[config.mk]
export PLATFORM = sky130hd
export DESIGN_NAME = sync_fifo_flags
export DESIGN_NICKNAME = d
export VERILOG_FILES = /design/src/rtl/sync_fifo_pkg.sv /design/src/rtl/fifo_mem.sv /design/src/rtl/sync_fifo_flags.sv
export SDC_FILE = /design/constraint.sdc
export NUM_CORES = 1
export LEC_CHECK = 0
export CAP_MARGIN = 20
export CORE_ASPECT_RATIO = 2
export CORE_MARGIN = 2
export CORE_UTILIZATION = 30
export CTS_CLUSTER_SIZE = 28
export DETAILED_ROUTE_END_ITERATION = 6
export HOLD_SLACK_MARGIN = 0.15
export PLACE_DENSITY = 0.5
export SLEW_MARGIN = 20
export SYNTH_ARGS = -nofsm -noshare
export SYNTH_HDL_FRONTEND = slang
export SYNTH_SLANG_ARGS = --single-unit
[constraint.sdc]
create_clock -name clk_i -period 3.6 [get_ports clk_i]
set_clock_uncertainty 0.1 [all_clocks]
set_input_delay 1.08 -clock clk_i [delete_from_list [all_inputs] [get_ports clk_i]]
set_output_delay 1.08 -clock clk_i [all_outputs]
set_load 0.02 [all_outputs]
[src/rtl/sync_fifo_pkg.sv]
// Shared constants and helpers for the sync_fifo_flags slice.
package sync_fifo_pkg;

  localparam int unsigned AE_THRESH_DEFAULT = 2;
  localparam int unsigned AF_MARGIN_DEFAULT = 2;

  // Encoding is {write_accepted, read_accepted} so the pair casts directly.
  typedef enum logic [1:0] {
    OP_IDLE  = 2'b00,
    OP_READ  = 2'b01,
    OP_WRITE = 2'b10,
    OP_BOTH  = 2'b11
  } fifo_op_e;

  function automatic int unsigned ptr_width(input int unsigned depth);
    return (depth > 1) ? $clog2(depth) : 1;
  endfunction

endpackage

[src/rtl/fifo_mem.sv]
// DEPTH x WIDTH storage: one synchronous write port, one asynchronous read port.
module fifo_mem #(
  parameter int unsigned WIDTH = 8,
  parameter int unsigned DEPTH = 16,
  parameter int unsigned PW    = 4
) (
  input  logic             clk_i,
  input  logic             we_i,
  input  logic [PW-1:0]    waddr_i,
  input  logic [WIDTH-1:0] wdata_i,
  input  logic [PW-1:0]    raddr_i,
  output logic [WIDTH-1:0] rdata_o
);

  logic [WIDTH-1:0] mem_q [DEPTH];

  always_ff @(posedge clk_i) begin
    if (we_i) mem_q[waddr_i] <= wdata_i;
  end

  assign rdata_o = mem_q[raddr_i];

endmodule

[src/rtl/sync_fifo_flags.sv]
// Synchronous FIFO with occupancy/threshold flags and rejected-request pulses.
// Define SYNC_FIFO_FWFT_EN for first-word-fall-through read data.
module sync_fifo_flags
  import sync_fifo_pkg::*;
#(
  parameter int unsigned WIDTH     = 8,
  parameter int unsigned DEPTH     = 16,
  parameter int unsigned AF_THRESH = DEPTH - AF_MARGIN_DEFAULT,
  parameter int unsigned AE_THRESH = AE_THRESH_DEFAULT
) (
  input  logic                   clk_i,
  input  logic                   rst_ni,
  input  logic                   wr_en_i,
  input  logic [WIDTH-1:0]       wdata_i,
  input  logic                   rd_en_i,
  output logic [WIDTH-1:0]       rdata_o,
  output logic                   full_o,
  output logic                   empty_o,
  output logic                   almost_full_o,
  output logic                   almost_empty_o,
  output logic [$clog2(DEPTH):0] count_o,
  output logic                   wr_error_o,
  output logic                   rd_error_o
);

  localparam int unsigned PW = ptr_width(DEPTH);
  localparam int unsigned CW = PW + 1;

  logic [PW-1:0]    wr_ptr_q, rd_ptr_q;
  logic [CW-1:0]    count_q, count_d;
  logic             wr_err_q, rd_err_q;
  logic             wr_ok, rd_ok;
  fifo_op_e         op;
  logic [WIDTH-1:0] mem_rdata;

  // A read frees a slot in the same cycle, so a full FIFO still takes a write
  // when paired with an accepted read; the reverse is not true when empty.
  always_comb begin
    rd_ok   = rd_en_i && !empty_o;
    wr_ok   = wr_en_i && (!full_o || rd_ok);
    op      = fifo_op_e'({wr_ok, rd_ok});
    count_d = count_q;
    case (op)
      OP_WRITE: count_d = count_q + CW'(1);
      OP_READ:  count_d = count_q - CW'(1);
      default:  count_d = count_q;
    endcase
  end

  always_ff @(posedge clk_i or negedge rst_ni) begin
    if (!rst_ni) begin
      wr_ptr_q <= '0;
      rd_ptr_q <= '0;
      count_q  <= '0;
      wr_err_q <= 1'b0;
      rd_err_q <= 1'b0;
    end else begin
      if (wr_ok) wr_ptr_q <= wr_ptr_q + PW'(1);
      if (rd_ok) rd_ptr_q <= rd_ptr_q + PW'(1);
      count_q  <= count_d;
      wr_err_q <= wr_en_i && !wr_ok;
      rd_err_q <= rd_en_i && !rd_ok;
    end
  end

  fifo_mem #(
    .WIDTH (WIDTH),
    .DEPTH (DEPTH),
    .PW    (PW)
  ) u_mem (
    .clk_i   (clk_i),
    .we_i    (wr_ok),
    .waddr_i (wr_ptr_q),
    .wdata_i (wdata_i),
    .raddr_i (rd_ptr_q),
    .rdata_o (mem_rdata)
  );

`ifdef SYNC_FIFO_FWFT_EN
  assign rdata_o = empty_o ? '0 : mem_rdata;
`else
  logic [WIDTH-1:0] rdata_q;

  always_ff @(posedge clk_i or negedge rst_ni) begin
    if (!rst_ni)    rdata_q <= '0;
    else if (rd_ok) rdata_q <= mem_rdata;
  end

  assign rdata_o = rdata_q;
`endif

  assign count_o        = count_q;
  assign full_o         = (count_q == CW'(DEPTH));
  assign empty_o        = (count_q == '0);
  assign almost_full_o  = (count_q >= CW'(AF_THRESH));
  assign almost_empty_o = (count_q <= CW'(AE_THRESH));
  assign wr_error_o     = wr_err_q;
  assign rd_error_o     = rd_err_q;

endmodule

; Word-level counts from Yosys, hierarchy flattened
; Memories as Yosys holds them, arrays and structs flattened. A register that Yosys moved wholly into a read port is not among the register bits.
; Cells that the tools add are included.
[word_totals]
ff_bits = 15
latch_bits = 0
mem_bits_rw = 128
romBits = 0
inputBits = 12
output_inout_bits = 19
elab_cells = 30
memories = 1
[op_classes]
add_sub_neg = 4
multipliers = 0
div = 0
order_cmp = 2
n_eq_ne = 3
n_shift = 0
n_mux = 3
bitwise = 0
n_reduce_logical = 12
[memory_table]
columns = memory, words, word_bits, rd, rd_clocked_by_memory_dff, wr, line_no
row1 = u_mem.mem_q, 16, 8, 1, 1, 1, fifo_mem.sv:15  ; logic [WIDTH-1:0] mem_q [DEPTH];
[ops]
columns = operator, n
row1 = one-hot mux 5 bit (2 select lines), 1
row2 = adder 4 x 1 -> 4 bit (second input constant), 2
row3 = adder 5 x 1 -> 5 bit (second input constant), 1
row4 = == test 5 bit (second input constant), 1
row5 = greater-or-equal comparator 5 x 4 -> 1 bit (second input constant), 1
row6 = less-or-equal comparator 5 x 2 -> 1 bit (second input constant), 1
row7 = zero test 1 bit, 5
row8 = zero test 5 bit, 1
row9 = subtractor 5 x 1 -> 5 bit (second input constant), 1
row10 = logical AND 1 bit, 4
row11 = == test 2 x 1 -> 1 bit (second input constant), 1
row12 = == test 2 bit (second input constant), 1
row13 = 2-to-1 mux 1 bit, 2
row14 = nonzero test 2 bit, 1
row15 = logical OR 1 bit, 1

; Depth between registers and ports, before layout
[logic_depth]
word_depth = 7
depth_mapped = 10

; Cells and area by module
; A second synthesis with hierarchy kept.
[unflattened]
cells_unflattened = 347
area_unflattened_um2 = 6203.4
[modules_own_cells]
columns = module, instances, cells_per_inst, area_each_um2
row1 = fifo_mem, 1, 221, 4987.3
row2 = sync_fifo_flags, 1, 126, 1216.2

; Worst setup path before layout
; OpenSTA, ideal clock, no wires.
[synth_timing]
path_kind = flip-flop to flip-flop
startpoint = reg count_q[1], in the netlist count_o[1]
endpoint = reg count_q[4], in the netlist count_o[4]
setup_ns = 0.132
arrival_time_ns = 3.154
required_time_ns = 3.368
slack_ns = 0.214
path_stages_with_launch = 11
path_buffers = 2
cell_sequence = dfrtp_1 -> or4_1 -> buf_2 -> o21ai_0 -> buf_2 -> nor2_1 -> fa_1 -> a21o_1 -> a21oi_1 -> mux2_2 -> or3b_1
[synth_via]
elab_chain_len = 7
elab_cells_between_ends = 13
[synth_rtl]
columns = element, line_no
row1 = "start, declared", sync_fifo_flags.sv:30  ; logic [CW-1:0] count_q, count_d;
row2 = "start signal, assigned", sync_fifo_flags.sv:60  ; count_q <= count_d;
row3 = zero test 5 bit, sync_fifo_flags.sv:94  ; assign empty_o = (count_q == '0);
row4 = zero test 1 bit, sync_fifo_flags.sv:39  ; rd_ok = rd_en_i && !empty_o;
row5 = logical AND 1 bit, sync_fifo_flags.sv:39
row6 = logical OR 1 bit, sync_fifo_flags.sv:40  ; wr_ok = wr_en_i && (!full_o || rd_ok);
row7 = logical AND 1 bit, sync_fifo_flags.sv:40
row8 = == test 2 x 1 -> 1 bit or == test 2 bit (tied branches), sync_fifo_flags.sv:43  ; case (op)
row9 = one-hot mux 5 bit (2 select lines) or nonzero test 2 bit (tied branches), --
; Several ways; a longest one is shown, not always the timed one.
; A chain may end at the register's enable or synchronous reset.

; Final worst setup path
[layout_timing]
startpoint = reg count_q[3], in the netlist count_o[3]
endpoint = out empty_o
[layout_via]
elab_chain_len = 1
[layout_rtl]
columns = element, line_no
row1 = zero test 5 bit, sync_fifo_flags.sv:94
row2 = "end, declared", sync_fifo_flags.sv:18  ; output logic empty_o,
; No other way between the ends.

==> summary.md <==
| Metric | Value |
|---|---|
| Ys flop type | `edfxtp_1` |
| Post-synth EDFFs | `128` |
| Via count | `between 3,000 and 4,000` |
| DRC | `0` |
| Post-DP Area | `about 0.007 mm²` |
| Clock root cell | `clkbuf_16` |
| Slew Viols, Final | `0` |
| First-pass detailed-route iteration total | `4` |
| Clk network pwr share | `29.1%` |
| Netlist cell types | `36` |
| Mux cell area share after synthesis | `15.7%` |
| Hpwl dp | `8800 µm` |
| Simple-Gate Fraction of Synth Area | `just under 4%` |
| Sw Share | `30.7%` |
| Adder-cell area share of the yosys netlist | `between 1.5 and 2%` |
| Site Rows | `73` |
| Routed Antenna Nets | `0` |
| Leak | `2.54 nW` |
| Initial antenna violation count | `0` |
| Top cells by area, synth | `edfxtp_1 63%, mux4_2 12%, dfrtp_1 9.5%` |
| Max Buffers Root-to-Sink | `2` |
| Area grow syn2layout | `22.3%` |
| Crit. End Element | `output port` |
| Seq/Total Area, Yosys | `72.8%` |
| Die width | `105 µm` |
| Hold Crit Class | `reg -> reg` |
| Worst Path Arrival | `2.27 ns` |
| Critical Path Start Type | `register` |
| DR WL/cell | `19.6 µm` |
| Ys async rst share | `15.2%` |
| First-pass GRT wire length | `~20,000 µm` |
| Post-Synthesis Cells | `roughly 320` |
| Syn. warnings | `0` |
| DRT Wirelength | `roughly 13,000 µm` |
| Count leader, synth | `edfxtp_1` |
| Power Dens Cells | `788 mW/mm²` |
| Nets@finish | `400` |
| Int Pwr | `4.05 mW` |
| Fmax | `~0.29 GHz` |
| Status | `completed` |
| Hold_ws | `0.390 ns` |
| Initial core utilization | `approximately 31%` |
| Critical path fanouts, max | `7` |
| Tmin final | `3.45 ns` |
| Type of the worst setup path | `reg -> out` |
| Critical path data required time | `between 2 and 2.5 ns` |
| Syn Nets | `338` |
| Worst Max-Slew Pin Slew | `0.570 ns` |
| Synth Area in Compound Gates | `2.83%` |
| Seq pwr share | `40.6%` |
| Largest family of logic cells by synthesized area | `multiplexers` |
| CTS tree | `built` |
| Layout cells sized above 1 | `24.7%` |
| # diodes | `0` |
| Hold buffer count at CTS | `0` |
| Flops & latches, synth | `151` |
| H-tree levels | `4` |
| GRT Total Usage | `12.8%` |
| Ports | `31` |
| XOR/XNOR share of the synthesized area | `between 1 and 1.5%` |
| Worst slew margin | `61.9%` |
| Tcrit/Tclk final | `95.7%` |
| Core area | `a little under 0.02 mm²` |
| Avg Inst Size Synth | `around 19 µm²` |
| Clock transition at path regs | `0.06 ns` |
| Area leader, netlist | `edfxtp_1` |
| Number of global-route vias before repair | `3,496` |
| PortBufs | `30` |
| Finish-stage setup viols | `0` |
| Worst-skew pair later-pin latency | `0.41 ns` |
| Net switching power | `1.79 mW` |
| RSZ-0062 raised after global routing | `no` |
| Sink Count | `151` |
| Finished Cell Area | `0.00742 mm²` |
| Final Hold Fails | `0` |
| Yosys top cell area share | `~63%` |
| Synth cell count leaders | `128 x edfxtp_1, 32 x mux4_2, 23 x dfrtp_1, 20 x nand2_1, 16 x nor2_1` |
| Logic gate share of total power | `30.2%` |
| Syn Std Cell Area | `0.00607 mm²` |
| Die ar. | `0.0214 mm²` |
| Max-cap viol count | `0` |
| Die height | `205 µm` |
| DR iter-0 viols | `107` |
| Largest net degree at the start of global routing | `24` |
| GP Congestion | `approximately 0.77` |
| Worst VDD drop | `0.297 mV` |
| Vias per cell | `4.69` |
| Overflow after GRT | `0` |
| Number of buffers created by CTS | `17` |
layout by cell type (no fill, tap or decap), drive strengths merged, types with 7 or more instances in the layout:
cell / instances
edfxtp: 128
mux4: 32
clkdlybuf4s50: 30
buf: 29
dfrtp: 23
clkbuf: 22
nand2: 20
mux2i: 17
nor2: 16
xnor2: 8
ha: 8
inv: 8
nor3: 7
o221ai: 7
power by group through the flow:
stage | Clock [mW] | Combinational, mW | Sequential (mW)
3_5_place_dp | 0 | 1.80 | 2.41
5_1_grt | 1.81 | 1.92 | 2.41
6_report | 1.70 | 1.77 | 2.37
2_1_floorplan | 0 | 1.15 | 2.40
3_3_place_gp | 0 | 1.78 | 2.40
4_1_cts | 1.75 | 1.81 | 2.38
timing repair:
action | 4_1_cts | 5_1_grt
setup buffers | 0 | 0
resized for setup | 0 | 1
setup endpoints to repair | 0 | 1
flip-flops by register name, indices dropped and copies added, names as in the netlist:
name	count
rd_ptr_q	4
count_o	5
rd_error_o	1
rdata_o	8
wr_ptr_q	4
u_mem.mem_q	128
wr_error_o	1
path summary, 6_finish.rpt:
| check | to | cells after the start | from | slack, ns |
|---|---|---|---|---|
| worst max-delay path | empty_o | 3 | count_o[3]$_DFFE_PN0P_ | 0.15 |
| worst min-delay path | rdata_o[0]$_DFFE_PN0P_ | 2 | rdata_o[0]$_DFFE_PN0P_ | 0.39 |
| worst max register to register | count_o[4]$_DFFE_PN0P_ | 8 | count_o[3]$_DFFE_PN0P_ | 0.32 |
| worst min register to register | rdata_o[0]$_DFFE_PN0P_ | 2 | rdata_o[0]$_DFFE_PN0P_ | 0.39 |
| max in group asynchronous | rdata_o[4]$_DFFE_PN0P_ | 2 | rst_ni | 2.18 |
| min in group asynchronous | wr_ptr_q[3]$_DFFE_PN0P_ | 2 | rst_ni | 0.95 |
final cells by class:
type / count / area (µm²)
multi-input cells: 145 / 1570
well taps: 262 / 328
clock buffers: 22 / 474
fillers: 1814 / 12400
inverters: 5 / 18.8
flip-flops and latches: 151 / 4420
clock inverters: 10 / 93.8
repair buffers: 59 / 518
cells by family (layout without fill, tap and decap cells):
kind of cell	after synthesis	count (layout)
multiplexers	53	53
AO/OA/AOI/OAI	21	21
buffers and inverters	21	96
AND/OR/NAND/NOR	53	53
adder cells (fa/ha/maj)	9	9
flip-flops	151	151
XOR/XNOR	9	9
layer usage:
layer | up-vias | routed length (µm) | global-route usage (%)
met2 | 47 | 7480 | 24.7
li1 | 1387 | - | -
met3 | 22 | 244 | 2.48
met1 | 1611 | 4660 | 12.6
met5 | - | 0 | 0
met4 | 0 | 418 | 6.76
metrics by stage:
stage	utilization, %	std cells	total power [mW]	TNS (ns)	setup WS [ns]
after floorplan	-	317	3.55	0	0.214
after global routing	37.4	654	6.14	0	0.0478
after global placement	34.5	622	4.18	-0.0236	-0.0236
final	37.4	654	5.84	0	0.154
after detailed placement	34.5	622	4.22	-0.0749	-0.0749
after CTS	37.4	654	5.93	0	0.0882
critical path, cell delays in order (launching register included):
cell,delay [ns]
dfrtp_1,0.46
or4_1,0.64
nor2_1,0.14
clkdlybuf4s50_1,0.61
Note: power is estimated with default switching activity, not from simulation.
